==> src/rtl/mem_arbiter_if.sv <==
// Bundle of the fetch port, the load/store port and the memory side of mem_arbiter.
// The arbiter takes the slave view. The core and memory side takes the master view.
interface mem_arbiter_if #(
    parameter int unsigned AW = 32,
    parameter int unsigned DW = 32
);
    logic          if_req;
    logic [AW-1:0] if_addr;
    logic          if_gnt;
    logic          if_rvalid;
    logic [DW-1:0] if_rdata;

    logic          d_req;
    logic          d_we;
    logic [AW-1:0] d_addr;
    logic [DW-1:0] d_wdata;
    logic          d_gnt;
    logic          d_rvalid;
    logic [DW-1:0] d_rdata;

    logic          mem_en;
    logic          mem_we;
    logic [AW-1:0] mem_addr;
    logic [DW-1:0] mem_wdata;
    logic [DW-1:0] mem_rdata;

    logic          busy;

    modport slave (
        input  if_req, if_addr, d_req, d_we, d_addr, d_wdata, mem_rdata,
        output if_gnt, if_rvalid, if_rdata, d_gnt, d_rvalid, d_rdata,
               mem_en, mem_we, mem_addr, mem_wdata, busy
    );

    modport master (
        output if_req, if_addr, d_req, d_we, d_addr, d_wdata, mem_rdata,
        input  if_gnt, if_rvalid, if_rdata, d_gnt, d_rvalid, d_rdata,
               mem_en, mem_we, mem_addr, mem_wdata, busy
    );
endinterface

==> src/rtl/mem_arbiter.sv <==
// Shares one single-port memory between fetch (I) and load/store (D), one access in flight.
// Defining ARB_RR_EN selects round-robin on ties. Otherwise D always beats I.
module mem_arbiter #(
    parameter int unsigned MEM_LAT = 1,
    parameter int unsigned AW      = 32,
    parameter int unsigned DW      = 32
) (
    input  logic          clk,
    input  logic          reset,
    mem_arbiter_if.slave  arb_io
);
    localparam int unsigned CW = 4;

    typedef enum logic [1:0] {ST_IDLE, ST_ISSUE, ST_WAIT, ST_RESP} state_e;
    typedef enum logic [1:0] {OWN_NONE, OWN_I, OWN_D} own_e;

    state_e        state_q, state_d;
    own_e          own_q, own_d;
    logic [CW-1:0] cnt_q, cnt_d;
    logic          we_q, we_d;
    logic          d_wins;

    logic          if_gnt_q, if_gnt_d, d_gnt_q, d_gnt_d;
    logic          if_rvalid_q, if_rvalid_d, d_rvalid_q, d_rvalid_d;
    logic [DW-1:0] if_rdata_q, if_rdata_d, d_rdata_q, d_rdata_d;
    logic          mem_en_q, mem_en_d, mem_we_q, mem_we_d;
    logic [AW-1:0] mem_addr_q, mem_addr_d;
    logic [DW-1:0] mem_wdata_q, mem_wdata_d;
    logic          busy_q, busy_d;
`ifdef ARB_RR_EN
    logic          last_d_q, last_d_d;   // 1 = D won the previous arbitration
`endif

    // Winner selection, only consumed in IDLE
    always_comb begin
`ifdef ARB_RR_EN
        if (arb_io.d_req && arb_io.if_req) d_wins = ~last_d_q;
        else                               d_wins = arb_io.d_req;
`else
        d_wins = arb_io.d_req;
`endif
    end

    // Next state and next registered outputs
    always_comb begin
        state_d     = state_q;
        own_d       = own_q;
        cnt_d       = cnt_q;
        we_d        = we_q;
        if_gnt_d    = 1'b0;
        d_gnt_d     = 1'b0;
        if_rvalid_d = 1'b0;
        d_rvalid_d  = 1'b0;
        if_rdata_d  = if_rdata_q;
        d_rdata_d   = d_rdata_q;
        mem_en_d    = 1'b0;
        mem_we_d    = 1'b0;
        mem_addr_d  = '0;
        mem_wdata_d = '0;
`ifdef ARB_RR_EN
        last_d_d    = last_d_q;
`endif
        case (state_q)
            ST_IDLE: begin
                if (arb_io.if_req || arb_io.d_req) begin
                    state_d     = ST_ISSUE;
                    own_d       = d_wins ? OWN_D : OWN_I;
                    we_d        = d_wins & arb_io.d_we;
                    if_gnt_d    = ~d_wins;
                    d_gnt_d     = d_wins;
                    mem_en_d    = 1'b1;
                    mem_we_d    = d_wins & arb_io.d_we;
                    mem_addr_d  = d_wins ? arb_io.d_addr : arb_io.if_addr;
                    mem_wdata_d = d_wins ? arb_io.d_wdata : '0;
`ifdef ARB_RR_EN
                    last_d_d    = d_wins;
`endif
                end
            end
            ST_ISSUE: begin
                state_d = ST_WAIT;
                cnt_d   = CW'(MEM_LAT);
            end
            ST_WAIT: begin
                cnt_d = cnt_q - CW'(1);
                // mem_rdata is valid on the last wait cycle
                if (cnt_q == CW'(1)) begin
                    state_d = ST_RESP;
                    if (own_q == OWN_I) begin
                        if_rdata_d  = arb_io.mem_rdata;
                        if_rvalid_d = 1'b1;
                    end
                    if (own_q == OWN_D) begin
                        if (!we_q) d_rdata_d = arb_io.mem_rdata;
                        d_rvalid_d = 1'b1;
                    end
                end
            end
            ST_RESP: begin
                state_d = ST_IDLE;
                own_d   = OWN_NONE;
            end
            default: state_d = ST_IDLE;
        endcase
        busy_d = (state_d != ST_IDLE);
    end

    always_ff @(posedge clk or negedge reset) begin
        if (!reset) begin
            state_q     <= ST_IDLE;
            own_q       <= OWN_NONE;
            cnt_q       <= '0;
            we_q        <= 1'b0;
            if_gnt_q    <= 1'b0;
            d_gnt_q     <= 1'b0;
            if_rvalid_q <= 1'b0;
            d_rvalid_q  <= 1'b0;
            if_rdata_q  <= '0;
            d_rdata_q   <= '0;
            mem_en_q    <= 1'b0;
            mem_we_q    <= 1'b0;
            mem_addr_q  <= '0;
            mem_wdata_q <= '0;
            busy_q      <= 1'b0;
`ifdef ARB_RR_EN
            last_d_q    <= 1'b0;
`endif
        end else begin
            state_q     <= state_d;
            own_q       <= own_d;
            cnt_q       <= cnt_d;
            we_q        <= we_d;
            if_gnt_q    <= if_gnt_d;
            d_gnt_q     <= d_gnt_d;
            if_rvalid_q <= if_rvalid_d;
            d_rvalid_q  <= d_rvalid_d;
            if_rdata_q  <= if_rdata_d;
            d_rdata_q   <= d_rdata_d;
            mem_en_q    <= mem_en_d;
            mem_we_q    <= mem_we_d;
            mem_addr_q  <= mem_addr_d;
            mem_wdata_q <= mem_wdata_d;
            busy_q      <= busy_d;
`ifdef ARB_RR_EN
            last_d_q    <= last_d_d;
`endif
        end
    end

    assign arb_io.if_gnt    = if_gnt_q;
    assign arb_io.d_gnt     = d_gnt_q;
    assign arb_io.if_rvalid = if_rvalid_q;
    assign arb_io.d_rvalid  = d_rvalid_q;
    assign arb_io.if_rdata  = if_rdata_q;
    assign arb_io.d_rdata   = d_rdata_q;
    assign arb_io.mem_en    = mem_en_q;
    assign arb_io.mem_we    = mem_we_q;
    assign arb_io.mem_addr  = mem_addr_q;
    assign arb_io.mem_wdata = mem_wdata_q;
    assign arb_io.busy      = busy_q;
endmodule
==> src/flat_wrapper.sv <==
// flat-port wrapper written by rule: the top's interface ports become plain ports
module mem_arbiter_flat 
#(
    parameter int unsigned MEM_LAT = 1,
    parameter int unsigned AW      = 32,
    parameter int unsigned DW      = 32
)
  (clk, reset, arb_io_if_req, arb_io_if_addr, arb_io_d_req, arb_io_d_we, arb_io_d_addr, arb_io_d_wdata, arb_io_mem_rdata, arb_io_if_gnt, arb_io_if_rvalid, arb_io_if_rdata, arb_io_d_gnt, arb_io_d_rvalid, arb_io_d_rdata, arb_io_mem_en, arb_io_mem_we, arb_io_mem_addr, arb_io_mem_wdata, arb_io_busy);
  mem_arbiter_if #(.AW(AW), .DW(DW)) arb_io_i ();
  input  logic clk;
  input  logic reset;
  input wire logic [$bits(arb_io_i.if_req)-1:0] arb_io_if_req;
  input wire logic [$bits(arb_io_i.if_addr)-1:0] arb_io_if_addr;
  input wire logic [$bits(arb_io_i.d_req)-1:0] arb_io_d_req;
  input wire logic [$bits(arb_io_i.d_we)-1:0] arb_io_d_we;
  input wire logic [$bits(arb_io_i.d_addr)-1:0] arb_io_d_addr;
  input wire logic [$bits(arb_io_i.d_wdata)-1:0] arb_io_d_wdata;
  input wire logic [$bits(arb_io_i.mem_rdata)-1:0] arb_io_mem_rdata;
  output wire logic [$bits(arb_io_i.if_gnt)-1:0] arb_io_if_gnt;
  output wire logic [$bits(arb_io_i.if_rvalid)-1:0] arb_io_if_rvalid;
  output wire logic [$bits(arb_io_i.if_rdata)-1:0] arb_io_if_rdata;
  output wire logic [$bits(arb_io_i.d_gnt)-1:0] arb_io_d_gnt;
  output wire logic [$bits(arb_io_i.d_rvalid)-1:0] arb_io_d_rvalid;
  output wire logic [$bits(arb_io_i.d_rdata)-1:0] arb_io_d_rdata;
  output wire logic [$bits(arb_io_i.mem_en)-1:0] arb_io_mem_en;
  output wire logic [$bits(arb_io_i.mem_we)-1:0] arb_io_mem_we;
  output wire logic [$bits(arb_io_i.mem_addr)-1:0] arb_io_mem_addr;
  output wire logic [$bits(arb_io_i.mem_wdata)-1:0] arb_io_mem_wdata;
  output wire logic [$bits(arb_io_i.busy)-1:0] arb_io_busy;
  assign arb_io_i.if_req = arb_io_if_req;
  assign arb_io_i.if_addr = arb_io_if_addr;
  assign arb_io_i.d_req = arb_io_d_req;
  assign arb_io_i.d_we = arb_io_d_we;
  assign arb_io_i.d_addr = arb_io_d_addr;
  assign arb_io_i.d_wdata = arb_io_d_wdata;
  assign arb_io_i.mem_rdata = arb_io_mem_rdata;
  assign arb_io_if_gnt = arb_io_i.if_gnt;
  assign arb_io_if_rvalid = arb_io_i.if_rvalid;
  assign arb_io_if_rdata = arb_io_i.if_rdata;
  assign arb_io_d_gnt = arb_io_i.d_gnt;
  assign arb_io_d_rvalid = arb_io_i.d_rvalid;
  assign arb_io_d_rdata = arb_io_i.d_rdata;
  assign arb_io_mem_en = arb_io_i.mem_en;
  assign arb_io_mem_we = arb_io_i.mem_we;
  assign arb_io_mem_addr = arb_io_i.mem_addr;
  assign arb_io_mem_wdata = arb_io_i.mem_wdata;
  assign arb_io_busy = arb_io_i.busy;
  mem_arbiter #(.MEM_LAT(MEM_LAT), .AW(AW), .DW(DW)) u_core (.clk(clk), .reset(reset), .arb_io(arb_io_i));
endmodule
==> config.mk <==
export PLATFORM = sky130hd
export DESIGN_NAME = mem_arbiter_flat
export DESIGN_NICKNAME = d
export VERILOG_FILES = /design/src/rtl/mem_arbiter_if.sv /design/src/rtl/mem_arbiter.sv /design/src/flat_wrapper.sv
export SDC_FILE = /design/constraint.sdc
export NUM_CORES = 1
export LEC_CHECK = 0
export CAP_MARGIN = 10
export CORE_MARGIN = 2
export CORE_UTILIZATION = 30
export CTS_BUF_LIST = sky130_fd_sc_hd__clkbuf_4 sky130_fd_sc_hd__clkbuf_8
export DETAILED_ROUTE_END_ITERATION = 6
export DONT_BUFFER_PORTS = 1
export GPL_ROUTABILITY_DRIVEN = 1
export SLEW_MARGIN = 15
export SYNTH_ARGS = -nofsm -noshare
export SYNTH_HDL_FRONTEND = slang
export SYNTH_SLANG_ARGS = --single-unit
==> constraint.sdc <==
create_clock -name clk -period 4.7 [get_ports clk]
set_input_delay 0.235 -clock clk [delete_from_list [all_inputs] [get_ports clk]]
set_output_delay 0.235 -clock clk [all_outputs]
set_load 0.01 [all_outputs]
==> metrics.yaml, run 1 <==
status:
  status: "did not finish"
  lastStage: "clock tree synthesis"
  error_line: "[ERROR RSZ-0060] Max buffer count reached."
synthesis:
  ys.flop_type: "dfrtp_1"
  synth_nets: 482
  synth_area_sq_um: 5370
  synth_enable_flop_cells: 0
  yosys.area.top_type: "dfrtp_1"
  yosys-top-cells-area: "dfrtp_1, mux2_4, mux2_2"
  synth.avg_cell_area_sq_um: 15.6
  ys_ff_latch: 144
  netlist.area_leader.share_pct: 67.1
  synth_cells: 344
  seq_area_frac_synth_pct: 67.1
  ys_warn_count: 0
  synthArstFlopShare_pct: 100
  synthDistinctLibCells: 32
die:
  die-width_microns: 138
  io_pins: 268
  fp.dieH_microns: 138
  core.rowCount: 48
  start_util_pct: 30.9
clock_network:
  h-tree-depth: 4
  cts_root_buf: "clkbuf_8"
  cts_hold_buf: 117
  post_cts_buffers: 0
  cts_resized: 0
  cts.path.max_buffers: 2
  cts_sinks: 144
  cts_buffers: 17
place:
  dp_hpwl_mm: 8.28
  globalplace.congestion: 0.802
  dpl-instance-area_sq_um: 5570
  port_buffers: 0
[synth_stat cells (2+ instances only)]
library cell / count
dfrtp_1: 144
and3_1: 34
a22o_1: 32
mux2_2: 32
mux2_4: 30
clkbuf_1: 15
inv_1: 9
o21ai_0: 7
ha_1: 5
nand2_1: 4
buf_2: 3
buf_6: 3
nor2_1: 3
mux2_1: 2
nand2b_1: 2
nand3_1: 2
nor2b_1: 2
[per-stage QoR]
| stage | util (%) | setup slack, ns | std cells | hold WS (ns) |
|---|---|---|---|---|
| 2_1_floorplan | - | 2.97 | 344 | -0.0606 |
| 3_3_place_gp | 32.0 | 2.27 | 550 | -0.0578 |
| 3_5_place_dp | 32.0 | 2.19 | 550 | -0.0574 |
[cell families after synthesis]
kind of cell	synth area share, %
flops	67.1
mux	15.5
simple gates	7.05
compound gates	6.64
buf+inv	2.58
fa+ha+maj	1.16
==> run 2: changes to the inputs <==
Settings changed: CORE_UTILIZATION 30 to 20, CTS_BUF_LIST sky130_fd_sc_hd__clkbuf_4 sky130_fd_sc_hd__clkbuf_8 to not set, PLACE_DENSITY_LB_ADDON set to 0.15.
==> metrics.yaml, run 2 <==
sta:
  max_freq_ghz: 0.388
  rsz0062_at_grt: "false"
  setup_viol_count_final: 0
  min_period_ns: 2.57
  fin_setup_tns_ns: 0
  hold_viol: 0
  finClkSkew_ns: 0.0162
  tightest_slew_ns: 0.940
  whs_ns: 0.0259
  maxSlewViolCount: 0
  finalCritPeriodShare_pct: 54.8
  relSlewSlack_pct: 37.2
pwr:
  peakVddDrop_v: 0.000205
  power_density_nw_per_um2: 601
  p_leak_nw: 3.68
global_route:
  grt_max_degree: 145
  antenna_found_initial: 0
  grt_pass1_wl_mm: 22.3
  grt_usage_pct: 10.2
  first_global_vias: 3970
  overflow: 0
route:
  antenna_left: 0
  initialDrtViolationCount: 85
  dr.pass1.iters: 4
  wl_per_cell_microns: 16.7
  totalWireLength_mm: 13.9
  vias: 3353
  routed_via_density: 4.04
  drc_errors: 0
flow_run:
  cap_violations: 0
critical_path:
  reg2reg_depth: 5
  crit_required_ns: 4.98
  crit_path_cell_trace: "inv_1 > ha_1 > and4bb_4 > nand4_4 > mux2_4"
  critical_path.slowest_cell: "nand4_4"
  r2r_end: "u_core.arb_io.d_rdata[15]$_DFFE_PN0P_"
  path_max_fanout: 32
  rrSetupSlack_ns: 2.13
  critical_path_class: "flop to flop"
  cp-startpoint: "u_core.state_q[0]$_DFF_PN0_"
  start_kind: "flop"
  end_kind: "flop"
  slowest_delay_ns: 0.73
  crit_arrival_ns: 2.86
  critPathCapture: "u_core.arb_io.d_rdata[15]$_DFFE_PN0P_"
  r2r_start: "u_core.state_q[0]$_DFF_PN0_"
die:
  die-width_microns: 168
  core.rowCount: 60
  die_area_sq_um: 28200
  fp.dieH_microns: 168
  io_pins: 268
  start_util_pct: 20.2
  core_sq_um: 26700
layout:
  layout_commonest_cell: "dfrtp_1"
  synthToLayoutAreaGrowth_pct: 42.7
  fillerInstances: 2668
  layout_common_cells: "dfrtp_1, dlygate4sd3_1, and3_1"
  drive_above_1_share_pct: 21.3
  insertedDiodeCount: 0
  nets: 614
synthesis:
  seq_area_frac_synth_pct: 67.1
  yosys-top-cells-area: "dfrtp_1, mux2_4, mux2_2"
  synth.top_cells.by_count: "dfrtp_1, and3_1, a22o_1, mux2_2, mux2_4"
  synthDistinctLibCells: 32
  ys.flop_type: "dfrtp_1"
  synth_area_sq_um: 5370
  synth.avg_cell_area_sq_um: 15.6
  synth_cells: 344
  synth_nets: 482
  synthArstFlopShare_pct: 100
  yosys.area.top_type: "dfrtp_1"
  ys_warn_count: 0
  netlist.area_leader.share_pct: 67.1
  synth_enable_flop_cells: 0
  yosysMostFrequentCell: "dfrtp_1"
  ys_ff_latch: 144
place:
  dp_hpwl_mm: 8.55
  port_buffers: 0
  globalplace.congestion: 0.667
status:
  status: "finished clean"
clock_network:
  cts_tree: "done"
  path_clk_slew_ns: 0.08
  cts.path.max_buffers: 2
  clock_latency_ns: 0.42
  cts_buffers: 17
  cts_resized: 0
  cts_sinks: 144
  cts_root_buf: "clkbuf_16"
  h-tree-depth: 4
worst_hold_path:
  hp-class: "input pin to flop"
[run 2: worst min-delay path by stage]
stage / startpoint / to / slack [ns] / cells past startpoint
floorplan: reset / u_core.arb_io.busy$_DFF_PN0_ / -0.06 / 0
global placement: reset / u_core.arb_io.mem_wdata[4]$_DFF_PN0_ / -0.06 / 0
detailed placement: reset / u_core.arb_io.mem_wdata[4]$_DFF_PN0_ / -0.06 / 0
CTS: arb_io_d_we / u_core.arb_io.mem_we$_DFF_PN0_ / 0.0008 / 1
global route: arb_io_d_we / u_core.arb_io.mem_we$_DFF_PN0_ / 0.01 / 1
finish: arb_io_d_we / u_core.arb_io.mem_we$_DFF_PN0_ / 0.03 / 1
[run 2: where the power goes]
part | leakage [nW] | switching [mW] | internal [mW]
Clock | 0.304 | 0.616 | 0.814
Combinational | 1.55 | 0.378 | 0.613
Sequential | 1.82 | 0.513 | 1.68
Total | 3.68 | 1.51 | 3.10
[run 2: layout make-up]
type                            count  area (sq um)  area share, %
Sequential cell                   144          3600           47.0
Multi-Input combinational cell    170          1640           21.3
Timing Repair Buffer              134          1350           17.7
Tap cell                          341           427           5.56
Clock buffer                       17           425           5.55
Clock inverter                     15           191           2.50
Inverter                            9          33.8          0.440
[run 2: per-stage QoR]
stage / std cells / power [mW] / cell area, sq um / utilization (%) / setup slack (ns)
floorplan: 344 / 2.79 / 5370 / - / 2.97
global placement: 666 / 3.01 / 5710 / 21.4 / 2.18
detailed placement: 666 / 3.03 / 5710 / 21.4 / 2.12
CTS: 830 / 4.69 / 7670 / 28.8 / 2.09
global route: 830 / 4.89 / 7670 / 28.8 / 1.93
finish: 830 / 4.61 / 7670 / 28.8 / 2.13
[run 2: cells by family (layout without fill, tap and decap cells)]
kind of cell / after synthesis / in the layout / synth area share, %
AO/OA/AOI/OAI: 44 / 44 / 6.64
adder cells (fa/ha/maj): 5 / 5 / 1.16
buffers and inverters: 30 / 175 / 2.58
flip-flops: 144 / 144 / 67.1
multiplexers: 64 / 64 / 15.5
AND/OR/NAND/NOR: 57 / 57 / 7.05
[run 2: what timing repair did]
action / CTS / global route
hold buffers: 132 / 0
buffers inserted: 0 / 0
endpoints found under the hold margin: 276 / 0
[run 2: critical path, delay by kind of cell, from the launching register on]
kind,cells,cell delay (ns)
fa+ha+maj,1,0.28
buf+inv,1,0.09
flops,1,0.41
mux,1,0.58
simple gates,2,1.05
[run 2: metal layers]
layer | routed length (microns) | part of all wire, % | vias up | global-route usage, %
met5 | 0 | 0 | - | 0
met2 | 7100 | 51 | 165 | 17.4
met4 | 242 | 1.7 | 0 | 3.67
met1 | 5270 | 38 | 1690 | 11.1
met3 | 1280 | 9.2 | 16 | 4.75
li1 | - | - | 1482 | -
Note: power is estimated with default switching activity, not from simulation.
==> run 3: changes to the inputs <==
Clock period 4.7 ns to 2.5 ns, I/O delays scaled along.
==> metrics.yaml, run 3 (synthesis results as in run 2) <==
place:
  port_buffers: 0
  globalplace.congestion: 0.673
  place_ws_ns: 0.432
  dp_hpwl_mm: 8.72
layout:
  layout_commonest_cell: "dfrtp_1"
  layout_common_cells: "dfrtp_1, dlygate4sd3_1, and3_1"
  drive_above_1_share_pct: 21.2
  fillerInstances: 2656
  insertedDiodeCount: 0
  nets: 615
  synthToLayoutAreaGrowth_pct: 41.5
worst_hold_path:
  hp-class: "input pin to async pin"
route:
  vias: 3338
  drc_errors: 0
  routed_via_density: 4.02
  dr.pass1.iters: 4
  wl_per_cell_microns: 17.0
  totalWireLength_mm: 14.1
  antenna_left: 0
  initialDrtViolationCount: 152
pwr:
  peakVddDrop_v: 0.000431
  power_density_nw_per_um2: 1080
  internal_power_mw: 5.51
  sw_frac_of_total_pct: 33.1
  clkPwrFrac_pct: 29.4
  p_switching_mw: 2.72
  power.total_mw: 8.23
  p_leak_nw: 3.57
  combPwrFrac_pct: 20.7
  pwr-share-seq_pct: 49.9
sta:
  finClkSkew_ns: 0.0121
  maxSlewViolCount: 0
  setup_viol_count_final: 0
  tightest_slew_ns: 1.01
  finalCritPeriodShare_pct: 81.4
  max_freq_ghz: 0.492
  fin_setup_tns_ns: 0
  hold_viol: 144
  rsz0062_at_grt: "false"
  min_period_ns: 2.03
  layout_setup_ws_ns: 0.466
  whs_ns: -0.599
  relSlewSlack_pct: 32.4
critical_path:
  path_max_fanout: 22
  critical_path_class: "flop to flop"
  r2r_start: "u_core.state_q[0]$_DFF_PN0_"
  crit_path_cell_trace: "inv_1 > ha_1 > and4bb_4 > nand3b_4 > buf_4 > mux2_2"
  critical_path.slowest_cell: "dfrtp_1"
  crit_arrival_ns: 2.33
  end_kind: "flop"
  cp-startpoint: "u_core.state_q[0]$_DFF_PN0_"
  crit_required_ns: 2.79
  start_kind: "flop"
  slowest_delay_ns: 0.39
die:
  fp.dieH_microns: 168
  die_area_sq_um: 28200
  core_sq_um: 26700
  die-width_microns: 168
  start_util_pct: 20.2
  io_pins: 268
  core.rowCount: 60
clock_network:
  cts_root_buf: "clkbuf_16"
  path_clk_slew_ns: 0.07
  cts_sinks: 144
  post_cts_buffers: 0
  cts_buffers: 17
  cts.path.max_buffers: 2
  cts_tree: "done"
  h-tree-depth: 4
  cts_hold_buf: 131
  cts_resized: 0
  clock_latency_ns: 0.42
global_route:
  antenna_found_initial: 0
  grt_usage_pct: 10.1
  grt_pass1_wl_mm: 21.8
  overflow: 0
  first_global_vias: 3842
  grt_max_degree: 145
status:
  status: "finished, violations left"
  violations: "negative hold slack"
flow_run:
  cap_violations: 0
-- run 3: changes by cell type in the layout (fill, tap and decap cells not counted), moves of 2 or more --
cell	before	now
bufinv_16	2	0
inv_6	5	7
inv_8	4	2
clkinvlp_4	0	2
-- run 3: power by group through the flow --
stage	Clock, mW	Sequential (mW)	Combinational [mW]
after global routing	2.64	4.20	1.89
after global placement	0	4.20	1.46
after CTS	2.53	4.13	1.72
after detailed placement	0	4.16	1.54
after floorplan	0	3.93	1.31
final	2.42	4.11	1.70
-- run 3: worst paths after layout --
kind | to | slack [ns] | cells after the start
max in group asynchronous | u_core.arb_io.if_rdata[16]$_DFFE_PN0P_ | 2.90 | 0
max reg2reg | u_core.arb_io.if_rdata[21]$_DFFE_PN0P_ | 0.47 | 6
min in group clk | u_core.state_q[0]$_DFF_PN0_ | 0.06 | 2
min | u_core.arb_io.mem_wdata[5]$_DFF_PN0_ | -0.60 | 0
min reg2reg | u_core.cnt_q[2]$_DFFE_PN0P_ | 0.54 | 1
max | u_core.arb_io.if_rdata[21]$_DFFE_PN0P_ | 0.47 | 6
-- run 3: area by class of cell --
class	instances	area, sq um	share of cell area (%)
clock inverters	14	121	1.60
flip-flops and latches	144	3600	47.4
repair buffers	135	1350	17.8
clock buffers	18	429	5.64
multi-input cells	170	1640	21.5
inverters	9	33.8	0.444
well taps	341	427	5.61
-- run 3: through the flow --
| step | cells | area (sq um) | hold WS [ns] | util, % |
|---|---|---|---|---|
| 2_1_floorplan | 344 | 5370 | -0.171 | - |
| 3_3_place_gp | 668 | 5740 | -0.166 | 21.5 |
| 3_5_place_dp | 668 | 5740 | -0.167 | 21.5 |
| 4_1_cts | 831 | 7600 | -0.632 | 28.5 |
| 5_1_grt | 831 | 7600 | -0.642 | 28.5 |
| 6_report | 831 | 7600 | -0.599 | 28.5 |
-- run 3: metal layers --
metal / wire (microns) / global-route usage (%)
met5: 0 / 0
met4: 332 / 4.80
met3: 1140 / 4.04
met2: 7230 / 17.8
met1: 5390 / 10.6
-- run 3: worst max-delay path, delay by kind of cell, from the launching register on --
kind          cells  cell delay (ns)
simple gates      2             0.44
fa+ha+maj         1             0.27
flops             1             0.39
mux               1             0.38
buf+inv           2             0.42
==> run 4: changes to the inputs <==
Clock period 2.5 ns to 1.82 ns, I/O delays scaled along.
==> metrics.yaml, run 4 (synthesis results as in run 2) <==
layout:
  final_core_util_pct: 29.3
  nets: 623
  drive_above_1_share_pct: 22.9
  layout_common_cells: "dfrtp_1, dlygate4sd3_1, and3_1"
  layout_commonest_cell: "dfrtp_1"
  synthToLayoutAreaGrowth_pct: 45.3
die:
  core.rowCount: 60
  core_sq_um: 26700
  die_area_sq_um: 28200
  start_util_pct: 20.2
  io_pins: 268
  die-width_microns: 168
  fp.dieH_microns: 168
pwr:
  combPwrFrac_pct: 20.5
  p_leak_nw: 3.67
  peakVddDrop_v: 0.000524
  pwr-share-seq_pct: 47.3
  p_switching_mw: 3.69
  internal_power_mw: 8.30
  sw_frac_of_total_pct: 30.8
  clkPwrFrac_pct: 32.3
  power_density_nw_per_um2: 1530
sta:
  finalCritPeriodShare_pct: 95.6
  rsz0062_at_grt: "false"
  finClkSkew_ns: 0.0113
  maxSlewViolCount: 0
  whs_ns: -0.635
  min_period_ns: 1.74
  fin_setup_tns_ns: 0
  max_freq_ghz: 0.575
  setup_viol_count_final: 0
  tightest_slew_ns: 0.540
  relSlewSlack_pct: 64.0
  hold_viol: 144
  layout_setup_ws_ns: 0.0795
route:
  initialDrtViolationCount: 121
  vias: 3341
  wl_per_cell_microns: 17.3
  routed_via_density: 3.98
  antenna_left: 0
  drc_errors: 0
  totalWireLength_mm: 14.5
  dr.pass1.iters: 4
critical_path:
  slowest_delay_ns: 0.41
  crit_path_cell_trace: "inv_2 > ha_2 > and4bb_4 > nand4_4 > buf_12 > mux2_4"
  critical_path_class: "flop to flop"
  critical_path.slowest_cell: "dfrtp_1"
  crit_arrival_ns: 2.03
  start_kind: "flop"
  crit_required_ns: 2.11
  rrSetupSlack_ns: 0.08
  end_kind: "flop"
  path_max_fanout: 21
global_route:
  grt_max_degree: 145
  overflow: 0
  antenna_found_initial: 1
  first_global_vias: 3793
  grt_pass1_wl_mm: 22.5
  grt_usage_pct: 10.5
place:
  port_buffers: 0
  place_ws_ns: 0.0449
  dp_hpwl_mm: 9.05
  globalplace.congestion: 0.680
worst_hold_path:
  hp-class: "input pin to async pin"
clock_network:
  clock_latency_ns: 0.42
  cts_root_buf: "clkbuf_16"
  h-tree-depth: 4
  cts_hold_buf: 131
  cts.path.max_buffers: 2
  cts_sinks: 144
  path_clk_slew_ns: 0.07
  cts_buffers: 17
  cts_tree: "done"
flow_run:
  cap_violations: 0
status:
  violations: "negative hold slack"
  status: "finished, violations left"
run 4: cell count changes in the layout (fill, tap and decap cells not counted), moves of 2 or more:
cell / change
clkinv_2: +2
buf_12: +4
buf_4: +3
inv_8: -2
bufinv_16: +5
inv_6: -6
run 4: power groups by stage:
stage / Combinational [mW] / Clock, mW / Sequential (mW)
finish: 2.45 / 3.87 / 5.66
global route: 2.70 / 4.18 / 5.82
detailed placement: 2.21 / 0 / 5.73
floorplan: 1.80 / 0 / 5.40
CTS: 2.45 / 4.02 / 5.70
global placement: 2.12 / 0 / 5.78
run 4: stage by stage:
stage	hold WS (ns)	cell area (sq um)	std cells	total power [mW]
2_1_floorplan	-0.205	5370	344	7.20
3_3_place_gp	-0.200	5840	675	7.90
3_5_place_dp	-0.201	5840	675	7.94
4_1_cts	-0.659	7790	837	12.2
5_1_grt	-0.670	7800	838	12.7
6_report	-0.635	7810	839	12.0
run 4: critical path, delay by kind of cell, from the launching register on:
family        cells  cell delay (ns)
flops             1             0.41
fa+ha+maj         1             0.18
buf+inv           2             0.27
simple gates      2             0.43
mux               1             0.31
run 4: metal layers:
layer | vias up | share of wire [%] | GRT usage (%)
met5 | - | 0 | 0
met4 | 0 | 1.4 | 3.44
met3 | 11 | 8.8 | 5.01
met2 | 166 | 51 | 17.7
met1 | 1661 | 39 | 11.6
li1 | 1503 | - | -
run 4: layout make-up:
type	count	area (sq um)
fill	2609	18800
sequential	144	3600
multi-input combinational	170	1640
timing repair buffer	143	1460
tap	341	427
clock buffer	17	425
clock inverter	14	215
inverter	9	33.8
antenna	1	2.50
run 4: timing repair:
| item | CTS | global route |
|---|---|---|
| resized for setup | 0 | 3 |
| endpoints found under the setup margin | 0 | 32 |
| buffers inserted | 0 | 1 |
| endpoints found under the hold margin | 279 | 144 |
run 4: path summary, 6_finish.rpt:
path	startpoint	cells past startpoint	endpoint
min	reset	0	u_core.arb_io.mem_wdata[5]$_DFF_PN0_
max reg2reg	u_core.state_q[0]$_DFF_PN0_	6	u_core.arb_io.d_rdata[30]$_DFFE_PN0P_
min reg2reg	u_core.cnt_q[2]$_DFFE_PN0P_	1	u_core.cnt_q[2]$_DFFE_PN0P_
max in group asynchronous	reset	0	u_core.arb_io.if_rdata[26]$_DFFE_PN0P_
min in group clk	arb_io_d_req	2	u_core.arb_io.d_gnt$_DFF_PN0_
max	u_core.state_q[0]$_DFF_PN0_	6	u_core.arb_io.d_rdata[30]$_DFFE_PN0P_
